==> src/rtl/keypad_scan_decoder.sv <==
// 4x4 keypad front end: column scan, row synchronizer, scan-level debounce FSM
// and calculator-class decode of each accepted press.
module keypad_scan_decoder #(
   parameter int unsigned SCAN_DIV       = 2000,
   parameter int unsigned DEBOUNCE_SCANS = 4
) (
   input  logic       clk,
   input  logic       rst,
   input  logic [3:0] rows,
   output logic [3:0] cols,
   output logic       key_valid,
   output logic       key_held,
   output logic [3:0] key_code,
   output logic       is_digit,
   output logic       is_op,
   output logic       is_equals,
   output logic       is_clear,
   output logic [3:0] digit,
   output logic [1:0] op
);

   localparam int unsigned DWELL_W = (SCAN_DIV > 1) ? $clog2(SCAN_DIV) : 1;
   localparam int unsigned CNT_W   = 4;
   localparam logic [DWELL_W-1:0] DWELL_LAST = DWELL_W'(SCAN_DIV - 1);
   localparam logic [CNT_W-1:0]   DEB_TARGET = CNT_W'(DEBOUNCE_SCANS);
   localparam logic               DEB_SINGLE = (DEBOUNCE_SCANS <= 1);

   typedef enum logic [1:0] {IDLE, DEBOUNCE, PRESSED, RELEASE} stateT;

   logic [3:0]         rowsMeta, rowsSync;
   logic [DWELL_W-1:0] dwellCnt;
   logic [1:0]         colIdx;
   logic               sampleNow, scanDone;
   logic [3:0]         rowLow;
   logic [2:0]         colHits, sumHits;
   logic [1:0]         colRow;
   logic [1:0]         hitCount;
   logic [3:0]         hitCode, scanCode;
   logic               scanNone, scanOne;

   stateT              state, stateNext;
   logic [3:0]         cand, candNext, codeNext;
   logic [CNT_W-1:0]   debCnt, cntNext, cntInc;
   logic               validNext, heldNext;

   logic [1:0]         codeRow, codeCol;
   logic               decDigitF, decOpF, decEqF, decClrF;
   logic [3:0]         decDigit;
   logic [1:0]         decOp;

   // Two-stage synchronizer; rows idle high so reset to all-ones
   always_ff @(posedge clk) begin
      if (rst) begin
         rowsMeta <= 4'hF;
         rowsSync <= 4'hF;
      end else begin
         rowsMeta <= rows;
         rowsSync <= rowsMeta;
      end
   end

   assign sampleNow = (dwellCnt == DWELL_LAST);
   assign scanDone  = sampleNow && (colIdx == 2'd3);

   // Column dwell counter and one-hot-low column driver
   always_ff @(posedge clk) begin
      if (rst) begin
         dwellCnt <= '0;
         colIdx   <= 2'd0;
         cols     <= 4'b1110;
      end else if (sampleNow) begin
         dwellCnt <= '0;
         colIdx   <= colIdx + 2'd1;
         cols     <= {cols[2:0], cols[3]};
      end else begin
         dwellCnt <= dwellCnt + DWELL_W'(1);
      end
   end

   // Hits in the column being sampled, and the row of the lowest one
   always_comb begin
      rowLow  = ~rowsSync;
      colHits = {2'b00, rowLow[0]} + {2'b00, rowLow[1]} + {2'b00, rowLow[2]} + {2'b00, rowLow[3]};
      colRow  = 2'd0;
      for (int i = 3; i >= 0; i--) begin
         if (rowLow[i]) colRow = 2'(i);
      end
      sumHits  = {1'b0, hitCount} + colHits;
      scanCode = (hitCount == 2'd0) ? {colRow, colIdx} : hitCode;
      scanNone = (sumHits == 3'd0);
      scanOne  = (sumHits == 3'd1);
   end

   // Per-scan accumulator; hitCount saturates at 2 meaning "two or more"
   always_ff @(posedge clk) begin
      if (rst) begin
         hitCount <= 2'd0;
         hitCode  <= 4'd0;
      end else if (sampleNow) begin
         if (colIdx == 2'd3) begin
            hitCount <= 2'd0;
            hitCode  <= 4'd0;
         end else begin
            hitCount <= (sumHits >= 3'd2) ? 2'd2 : sumHits[1:0];
            if (hitCount == 2'd0) hitCode <= {colRow, colIdx};
         end
      end
   end

   // Debounce FSM, evaluated once per completed scan
   always_comb begin
      stateNext = state;
      candNext  = cand;
      cntNext   = debCnt;
      codeNext  = key_code;
      validNext = 1'b0;
      cntInc    = debCnt + CNT_W'(1);
      if (scanDone) begin
         case (state)
            IDLE: begin
               if (scanOne) begin
                  candNext = scanCode;
                  cntNext  = CNT_W'(1);
                  if (DEB_SINGLE) begin
                     stateNext = PRESSED;
                     codeNext  = scanCode;
                     validNext = 1'b1;
                  end else begin
                     stateNext = DEBOUNCE;
                  end
               end
            end
            DEBOUNCE: begin
               if (scanOne && (scanCode == cand)) begin
                  cntNext = cntInc;
                  if (cntInc >= DEB_TARGET) begin
                     stateNext = PRESSED;
                     codeNext  = cand;
                     validNext = 1'b1;
                  end
               end else if (scanOne) begin
                  candNext = scanCode;
                  cntNext  = CNT_W'(1);
               end else begin
                  stateNext = IDLE;
               end
            end
            PRESSED: begin
               if (scanNone) begin
                  cntNext   = CNT_W'(1);
                  stateNext = DEB_SINGLE ? IDLE : RELEASE;
               end
            end
            RELEASE: begin
               if (scanNone) begin
                  cntNext = cntInc;
                  if (cntInc >= DEB_TARGET) stateNext = IDLE;
               end else begin
                  stateNext = PRESSED;
               end
            end
            default: stateNext = IDLE;
         endcase
      end
      heldNext = (stateNext == PRESSED) || (stateNext == RELEASE);
   end

   // Calculator class of the code about to be latched
   always_comb begin
      codeRow   = codeNext[3:2];
      codeCol   = codeNext[1:0];
      decDigitF = 1'b0;
      decOpF    = 1'b0;
      decEqF    = 1'b0;
      decClrF   = 1'b0;
      decDigit  = 4'd0;
      decOp     = 2'd0;
      if (codeCol == 2'd3) begin
         decOpF = 1'b1;
         decOp  = codeRow;
      end else if (codeRow == 2'd3) begin
         case (codeCol)
            2'd0:    decClrF   = 1'b1;
            2'd1:    decDigitF = 1'b1;
            default: decEqF    = 1'b1;
         endcase
      end else begin
         decDigitF = 1'b1;
         decDigit  = ({2'b00, codeRow} * 4'd3) + {2'b00, codeCol} + 4'd1;
      end
   end

   always_ff @(posedge clk) begin
      if (rst) begin
         state     <= IDLE;
         cand      <= 4'd0;
         debCnt    <= '0;
         key_code  <= 4'd0;
         key_valid <= 1'b0;
         key_held  <= 1'b0;
         is_digit  <= 1'b0;
         is_op     <= 1'b0;
         is_equals <= 1'b0;
         is_clear  <= 1'b0;
         digit     <= 4'd0;
         op        <= 2'd0;
      end else begin
         state     <= stateNext;
         cand      <= candNext;
         debCnt    <= cntNext;
         key_code  <= codeNext;
         key_valid <= validNext;
         key_held  <= heldNext;
         if (validNext) begin
            is_digit  <= decDigitF;
            is_op     <= decOpF;
            is_equals <= decEqF;
            is_clear  <= decClrF;
            digit     <= decDigit;
            op        <= decOp;
         end
      end
   end

endmodule

==> config.mk <==
export PLATFORM = sky130hd
export DESIGN_NAME = keypad_scan_decoder
export DESIGN_NICKNAME = d
export VERILOG_FILES = /design/src/rtl/keypad_scan_decoder.sv
export SDC_FILE = /design/constraint.sdc
export NUM_CORES = 1
export LEC_CHECK = 0
export BUFFER_PORTS_ARGS = -buffer_cell sky130_fd_sc_hd__buf_2
export CAP_MARGIN = 10
export CORE_UTILIZATION = 40
export CTS_CLUSTER_DIAMETER = 100
export CTS_CLUSTER_SIZE = 25
export DETAILED_ROUTE_END_ITERATION = 6
export GPL_TIMING_DRIVEN = 0
export PLACE_DENSITY = 0.62
export RECOVER_POWER = 100
export SLEW_MARGIN = 20
export SYNTH_ARGS = -nofsm -noshare
export SYNTH_HDL_FRONTEND = slang
export SYNTH_SLANG_ARGS = --single-unit
export TNS_END_PERCENT = 20
==> constraint.sdc <==
create_clock -name clk -period 11.8 [get_ports clk]
set_input_delay 2.36 -clock clk [delete_from_list [all_inputs] [get_ports clk]]
set_output_delay 2.36 -clock clk [all_outputs]
set_load 0.01 [all_outputs]
* Yosys cells after proc, flatten, opt, wreduce, memory -nomap -nowiden
Index checks and enable logic that the tools add are counted.
** Cells by class
- Add/subtract/negate cells :: 9
- Multiply operators :: 1
- Magnitude comparators :: 2
- Equality and inequality tests :: 15
- Mux-type cells :: 46
- Bitwise logic cells :: 1
- Reductions and logical operators :: 12
** Operators with widths (number)
- 4-bit 2-to-1 mux :: 14
- 2-bit 2-to-1 mux :: 15
- 4-bit one-hot mux with 4 select lines :: 1
- 2-bit == test (second input constant) :: 7
- 1-bit 2-to-1 mux :: 14
- 11-bit by 1-bit adder with 11-bit output (second input constant) :: 1
- 11-bit == test (second input constant) :: 1
- 4-bit by 1-bit adder with 4-bit output (second input constant) :: 2
- 2-bit one-hot mux with 4 select lines :: 1
- 4-bit one-hot mux with 2 select lines :: 1
- 2-bit logical NOT :: 3
- 2-bit inequality test (second input constant) :: 3
- 3-bit AND reduction :: 2
- 4-bit by 2-bit adder with 4-bit output :: 1
- 2-bit by 1-bit == test with 1-bit output (second input constant) :: 2
- 4-bit == test :: 1
- 4-bit by 3-bit >= comparator with 1-bit output (second input constant) :: 1
- 2-bit by 2-bit multiplier with 4-bit output (second input constant) :: 1
- 4-bit inverter :: 1
- 2-bit OR reduction :: 2
- 2-bit by 1-bit adder with 3-bit output :: 1
- 2-bit by 3-bit adder with 3-bit output :: 1
- 3-bit by 1-bit adder with 3-bit output :: 1
- 3-bit by 1-bit == test with 1-bit output (second input constant) :: 1
- other kinds (7) :: 8
** Storage, ports and cells
- Register bits :: 57
- Word-level logic and storage cells :: 105

* Depth between registers and ports, before layout
Gate-level depths: netlist of run 1.
- Depth in word-level cells :: 16
- Gate-level depth with buffers :: 17
- Depth with buffers taken out :: 17

* Worst setup path before layout of run 1
No wires, ideal clock.
- Path kind :: reg2reg
- From :: register rowsSync[0]
- To :: register digit[3]
- Setup time :: 0.117 ns
- Data arrival time :: 4.225 ns
- Required time :: 11.683 ns
- Setup slack :: 7.457 ns
- Stages on the path, launching flop included :: 18
- Buffers on the path :: 0
- Clock period less this slack :: 4.343 ns
- Path through :: dfxtp_1 > inv_1 > fa_1 > inv_1 > fa_1 > inv_1 > fa_1 > nor3_2 > nand4_1 > nor4_2 > mux2i_1 > fa_1 > inv_1 > ha_1 > a21o_1 > a21oi_1 > nor2_1 > a32o_1
** Between the ends
- Word-level cells in the longest chain between the ends :: 15
- Elaborated cells on any way between the ends :: 23
- Classes of those cells :: 6 x add/sub; 1 x mul; 4 x eq/ne; 10 x mux; 1 x bitwise; 1 x reduce/logical
** Ends and longest elaborated chain
- start: declaration :: RTL line 30 : logic [3:0] rowsMeta, rowsSync;
- start signal: assignment :: RTL line 58 : rowsSync <= rowsMeta;
- 4-bit inverter * :: RTL line 82 : rowLow = ~rowsSync;
- 1-bit by 1-bit adder with 2-bit output :: RTL line 83 : colHits = {2'b00, rowLow[0]} + {2'b00, rowLow[1]} + {2'b00, rowLow[2]} + {2'b00, rowLow[3]};
- 2-bit by 1-bit adder with 3-bit output :: RTL line 83
- 3-bit by 1-bit adder with 3-bit output :: RTL line 83
- 2-bit by 3-bit adder with 3-bit output :: RTL line 88 : sumHits = {1'b0, hitCount} + colHits;
- 3-bit by 1-bit == test with 1-bit output :: RTL line 91 : scanOne = (sumHits == 3'd1);
- 1-bit logical AND * :: RTL line 134 : if (scanOne && (scanCode == cand)) begin
- 4-bit 2-to-1 mux :: RTL line 134
- 4-bit 2-to-1 mux :: RTL line 119 : case (state)
- 4-bit 2-to-1 mux :: RTL line 118 : if (scanDone) begin
- 2-bit by 2-bit multiplier with 4-bit output :: RTL line 189 : decDigit = ({2'b00, codeRow} * 4'd3) + {2'b00, codeCol} + 4'd1;
- 4-bit by 2-bit adder with 4-bit output :: RTL line 189
- 4-bit by 1-bit adder with 4-bit output :: RTL line 189
- 4-bit 2-to-1 mux :: RTL line 181 : end else if (codeRow == 2'd3) begin
- 4-bit 2-to-1 mux :: RTL line 178 : if (codeCol == 2'd3) begin
- end signal: assignment :: RTL line 219 : digit <= decDigit;
- end: declaration :: RTL line 18 : output logic [3:0] digit,
Every way passes the cells marked *; elsewhere a longest branch is shown, timed or not.
A chain may end at the register's enable or synchronous reset.

* Final worst setup path of run 1
Ends and elaborated chain as after synthesis.

==> results of run 1 <==
[metal layers]
| metal | vias up | global-route usage, % | routed length (µm) |
|---|---|---|---|
| met1 | 1126 | 23.56 | 3007 |
| met4 | 0 | 6.364 | 87 |
| met3 | 5 | 5.714 | 262 |
| met2 | 42 | 28.50 | 2816 |
| met5 | - | 0 | 0 |
| li1 | 1210 | - | - |
[cell families (layout without fill, tap and decap cells)]
logic type,count (synthesis),in the layout,synth area share [%]
mux,7,7,2.484
flops,57,57,39.74
fa+ha+maj,12,12,6.536
compound gates,67,67,16.65
simple gates,136,136,26.10
buf+inv,29,70,4.226
xor+xnor,14,14,4.270
[stage by stage]
stage	setup slack (ns)	utilization, %
2_1_floorplan	7.457	-
5_1_grt	6.296	46.70
4_1_cts	6.944	47.63
3_3_place_gp	7.013	45.37
6_report	6.535	46.70
3_5_place_dp	6.952	45.37
[worst max path at each step]
stage / depth (start not counted) / to / from
after CTS: 17 / digit[3] / rowsSync[0]
final: 17 / digit[3] / rowsSync[0]
after global placement: 17 / digit[3] / rowsSync[0]
after floorplan: 17 / digit[3] / rowsSync[0]
after global routing: 17 / digit[3] / rowsSync[0]
after detailed placement: 17 / digit[3] / rowsSync[0]
[layout by cell type, fill, tap and decap left out, types with 7 or more instances in the layout]
cell type | synthesis | final
a21oi_1 | 16 | 17
and3_1 | 7 | 7
clkbuf_1 | 9 | 33
clkbuf_8 | 0 | 9
dfxtp_1 | 57 | 57
ha_1 | 7 | 7
inv_1 | 17 | 17
nand2_1 | 32 | 32
nand3_1 | 13 | 13
nor2_1 | 38 | 39
nor3_1 | 7 | 8
o21ai_0 | 10 | 10
or2_2 | 8 | 8
xnor2_1 | 7 | 7
xor2_1 | 7 | 7
[state kept, by name (all words and copies together) (netlist names)]
signal	cells
key_valid	1
dwellCnt	11
is_op	1
key_held	1
state	2
hitCode	4
is_digit	1
is_equals	1
op	2
is_clear	1
debCnt	4
cols	4
digit	4
rowsMeta	4
cand	4
colIdx	2
rowsSync	4
hitCount	2
key_code	4
[area by class of cell]
cell class                 instances  area [µm²]  area share (%)
clock inverter                     4       20.02          0.6240
timing repair buffer              25       98.84           3.081
buffer                            12       57.56           1.794
clock buffer                      12       135.1           4.212
tap                               96       120.1           3.744
inverter                          17       63.81           1.989
multi-input combinational        236        1572           48.99
sequential                        57        1141           35.57
[worst max-delay path, cell delays in order, from the launching register on]
cell     delay (ns)
dfxtp_1        0.41
inv_1          0.09
fa_1           0.55
inv_1          0.06
fa_1           0.36
inv_1          0.08
fa_1           0.43
nor3_1         0.61
nand4_1        0.16
nor4_1         0.50
mux2i_1        0.52
fa_1           0.47
inv_1          0.11
ha_1           0.24
a21o_1         0.15
a21oi_1        0.14
nor2_1         0.05
a32o_1         0.25
[where the power goes]
group / total (mW) / internal (mW) / switching, mW
combinational: 0.0177 / 0.00615 / 0.0115
sequential: 0.196 / 0.195 / 0.00122
clock: 0.152 / 0.0748 / 0.0769
==> results.sh, run 1 <==
export IMPL_synth_top_area_share_pct=39.74
export IMPL_slew_headroom_pct=53.04
export IMPL_critical_path_class="register to register"
export IMPL_ys_seq_area_share_pct=39.74
export IMPL_grt_max_degree=11
export IMPL_vias=2383
export IMPL_io_pins=26
export IMPL_nets=376
export IMPL_ys_warnings_count=0
export IMPL_design_area_mm2=0.003208
export IMPL_synth_edf_count=0
export IMPL_dieWidth_um=86.73
export IMPL_grt_first_pass_wirelength_um=10380
export IMPL_synth_seq_cells=57
export IMPL_ir_drop_uv=74.96
export IMPL_cp_max_fo=7
export IMPL_stdcell_count=459
export IMPL_synthTopCellsByCount="dfxtp_1, nor2_1, nand2_1"
export IMPL_synthTopCellsByArea="dfxtp_1, nor2_1, nand2_1, fa_1, ha_1"
export IMPL_clkLatencyLatePin_ns=0.34
export IMPL_rsz0062_at_grt="no"
export IMPL_timing_rr_start="rowsSync[0]"
export IMPL_finalCritPeriodShare_pct=44.62
export IMPL_fillers=710
export IMPL_yosysTopAreaCell="dfxtp_1"
export IMPL_ant_nets=0
export IMPL_drv_cap=0
export IMPL_cts_setup_buffers=0
export IMPL_drt_total_wl_um=6173
export IMPL_r2r_end="digit[3]"
export IMPL_holdPathStages=1
export IMPL_first_iter_violations=152
export IMPL_hold_slack_ns=0.4084
export IMPL_dp_cells=443
export IMPL_max_freq_mhz=189.9
export IMPL_numCtsBuffers=9
export IMPL_synth_nets=340
export IMPL_drive_gt1_share_pct=9.917
export IMPL_synth_most_common_cell="dfxtp_1"
export IMPL_track_usage_pct=18.16
export IMPL_hp_class="register to register"
export IMPL_die_area_mm2=0.007521
export IMPL_clk_path_buf_depth=2
export IMPL_critPathRequiredTime_ns=12.04
export IMPL_p_total_uw=365.1
export IMPL_syn_inst=322
export IMPL_leakagePower_nw=1.297
export IMPL_min_from="rowsMeta[0]"
export IMPL_cts_root_buf="clkbuf_8"
export IMPL_outcome="completed"
export IMPL_arrival_ns=5.50
export IMPL_ctsResizeCount=0
export IMPL_grt_overflow=0
export IMPL_design_core_area_mm2=0.006869
export IMPL_initial_core_util_pct=41.80
export IMPL_drc_errors=0
export IMPL_clock_sinks=57
export IMPL_area_delta_synth_final_pct=11.72
export IMPL_worstSetupStartpointType="register"
export IMPL_dp_hpwl_um=4422
export IMPL_synth_cell_types=58
export IMPL_slew_violations=0
export IMPL_clkTransAtPathRegs_ns=0.07
export IMPL_rr_worst_depth=17
export IMPL_finalWeightedCongestion=0.8224
export IMPL_io_buffer_count=25
export IMPL_hold_end="rowsSync[0]"
export IMPL_yosys_most_used_dff="dfxtp_1"
export IMPL_grt_pass1_vias=2201
export IMPL_final_setup_tns_ns=0
export IMPL_setup_violations_final=0
export IMPL_hold_viol_final=0
export IMPL_fp_row_count=30
export IMPL_dr_pass1_iters=4
export IMPL_dieHeight_um=86.73
export IMPL_fin_worst_skew_ns=0.006955
export IMPL_routed_via_density=5.192
export IMPL_post_dp_cell_area_mm2=0.003117
export IMPL_r2r_slack_ns=6.54
export IMPL_synth_area_mm2=0.002872
export IMPL_period_needed_ns=5.265
export IMPL_diodes=0
export IMPL_tightest_slew_ns=0.6991
export IMPL_htree_levels=3
export IMPL_wire_per_inst_um=13.45
export IMPL_crit_path_end_kind="register"
export IMPL_synth_async_reset_ratio_pct=0
export IMPL_postCtsHoldBufs=0
export IMPL_pwr_density_cell_mw_per_mm2=113.8
export IMPL_cts_tree="built"
export IMPL_avgSynthCellArea_um2=8.918
export IMPL_antenna_found_initial=0
Note: power is estimated with default switching activity, not from simulation.
==> inputs of run 2 (changes only) <==
--- a/config.mk
+++ b/config.mk
@@ -12,7 +12,7 @@
 export CTS_CLUSTER_SIZE = 25
 export DETAILED_ROUTE_END_ITERATION = 6
 export GPL_TIMING_DRIVEN = 0
-export PLACE_DENSITY = 0.62
+export PLACE_DENSITY = 0.65
 export RECOVER_POWER = 100
 export SLEW_MARGIN = 20
 export SYNTH_ARGS = -nofsm -noshare
==> constraint.sdc (replaced) <==
create_clock -name clk -period 4.65 [get_ports clk]
set_input_delay 0.93 -clock clk [delete_from_list [all_inputs] [get_ports clk]]
set_output_delay 0.93 -clock clk [all_outputs]
set_load 0.01 [all_outputs]
==> results.sh, run 2 (synthesized netlist as in run 1, its figures left out) <==
export IMPL_outcome="completed"
export IMPL_drc_errors=0
export IMPL_most_common_layout_cells="dfxtp_1, nor2_1, nand2_1"
export IMPL_antenna_found_initial=0
export IMPL_design_core_area_mm2=0.006869
export IMPL_slew_violations=0
export IMPL_critical_path_class="register to register"
export IMPL_first_iter_violations=135
export IMPL_layout_commonest_cell="dfxtp_1"
export IMPL_diodes=0
export IMPL_fin_worst_skew_ns=0.01314
export IMPL_numCtsBuffers=9
export IMPL_nets=380
export IMPL_htree_levels=3
export IMPL_crit_slowest_cell="fa_1"
export IMPL_dieWidth_um=86.73
export IMPL_post_dp_cell_area_mm2=0.003117
export IMPL_cts_root_buf="clkbuf_8"
export IMPL_tightest_slew_ns=0.6149
export IMPL_critPathTopFamily="adder cells"
export IMPL_grt_overflow=0
export IMPL_postCtsHoldBufs=0
export IMPL_hold_viol_final=0
export IMPL_arrival_ns=4.64
export IMPL_vias=2438
export IMPL_crit_path_end_kind="register"
export IMPL_wire_per_inst_um=13.56
export IMPL_design_area_mm2=0.003291
export IMPL_routed_via_density=5.289
export IMPL_hp_class="register to register"
export IMPL_die_area_mm2=0.007521
export IMPL_worstPathCellList="inv_1, fa_1, inv_1, fa_1, inv_1, fa_1, nor3_4, nand4_1, nor4_4, mux2i_2, fa_1, inv_1, ha_1, a21o_1, a21oi_1, nor2_1, a32o_1"
export IMPL_drive_gt1_share_pct=13.42
export IMPL_clock_sinks=57
export IMPL_grt_max_degree=11
export IMPL_grt_pass1_vias=2204
export IMPL_cpPeakStageDelay_ns=0.52
export IMPL_clkLatencyLatePin_ns=0.35
export IMPL_cts_tree="built"
export IMPL_clkTransAtPathRegs_ns=0.06
export IMPL_worstSetupStartpointType="register"
export IMPL_hold_slack_ns=0.4060
export IMPL_crit_cells=17
export IMPL_fp_row_count=30
export IMPL_drv_cap=0
export IMPL_critPathRequiredTime_ns=4.89
export IMPL_slew_headroom_pct=59.01
export IMPL_setup_violations_final=0
export IMPL_grt_first_pass_wirelength_um=10760
export IMPL_dieHeight_um=86.73
export IMPL_period_needed_ns=4.402
export IMPL_dr_pass1_iters=4
export IMPL_drt_total_wl_um=6249
export IMPL_rr_worst_depth=17
export IMPL_pwr_density_cell_mw_per_mm2=279.3
export IMPL_area_delta_synth_final_pct=14.60
export IMPL_clk_path_buf_depth=2
export IMPL_ir_drop_uv=161.4
export IMPL_io_pins=26
export IMPL_leakagePower_nw=1.338
export IMPL_finalWeightedCongestion=0.8625
export IMPL_top_register="dwellCnt"
export IMPL_finalCritPeriodShare_pct=94.68
export IMPL_ant_nets=0
export IMPL_crit_buf_inv=4
export IMPL_track_usage_pct=18.78
export IMPL_max_freq_mhz=227.1
export IMPL_holdPathStages=1
export IMPL_dp_hpwl_um=4447
export IMPL_cp_max_fo=6
export IMPL_io_buffer_count=25
export IMPL_initial_core_util_pct=41.80
export IMPL_largest_reg_flops=11
## run 2: layer usage
layer / wire length [µm] / track usage, % / vias up / part of all wire, %
met3: 221 / 4.571 / 10 / 3.5
met1: 3194 / 25.75 / 1158 / 51
li1: - / - / 1224 / -
met2: 2717 / 27.78 / 46 / 43
met5: 0 / 0 / - / 0
met4: 116 / 8.636 / 0 / 1.9
## run 2: metrics by stage
stage	TNS (ns)	util (%)	total power, mW	cells	setup slack (ns)
2_1_floorplan	0	-	0.5403	322	0.3071
3_5_place_dp	-0.3208	45.37	0.5524	443	-0.1602
5_1_grt	-0.01144	47.91	0.9572	461	-0.01144
4_1_cts	0	47.81	0.9273	458	0.03790
3_3_place_gp	-0.1139	45.37	0.5522	443	-0.08991
6_report	0	47.91	0.9189	461	0.2475
## run 2: cell type report
type	instances	area, µm²
Clock buffer	10	127.6
Sequential cell	57	1146
Inverter	17	63.81
Buffer	12	57.56
Fill cell	698	3578
Multi-Input combinational cell	236	1624
Tap cell	96	120.1
Clock inverter	4	22.52
Timing Repair Buffer	29	128.9
## run 2: final timing paths
| check | from | endpoint | slack [ns] |
|---|---|---|---|
| worst min register to register | rowsMeta[0] | rowsSync[0] | 0.41 |
| worst min-delay path | rowsMeta[0] | rowsSync[0] | 0.41 |
| worst max-delay path | rowsSync[0] | digit[3] | 0.25 |
| worst max register to register | rowsSync[0] | digit[3] | 0.25 |
## run 2: power by group
group	switching [mW]	total (mW)	leakage (nW)	internal, mW
registers	0.00295	0.496	0.461	0.494
clock network	0.190	0.374	0.0778	0.184
logic	0.0301	0.0488	0.799	0.0187
total	0.223	0.919	1.34	0.696
## run 2: what timing repair did
action	CTS	global route
endpoints found under the hold margin	0	0
buffers inserted	1	3
resized for setup	2	4
cloned	0	0
pin swaps	0	4
setup endpoints to repair	3	3
## run 2: worst reg2reg max path: cells and delay by family, from the launching register on
kind / cells / cell delay, ns
AO/OA/AOI/OAI: 3 / 0.53
buffers and inverters: 4 / 0.29
adder cells (fa/ha/maj): 5 / 2.01
AND/OR/NAND/NOR: 4 / 0.76
flip-flops: 1 / 0.37
multiplexers: 1 / 0.31
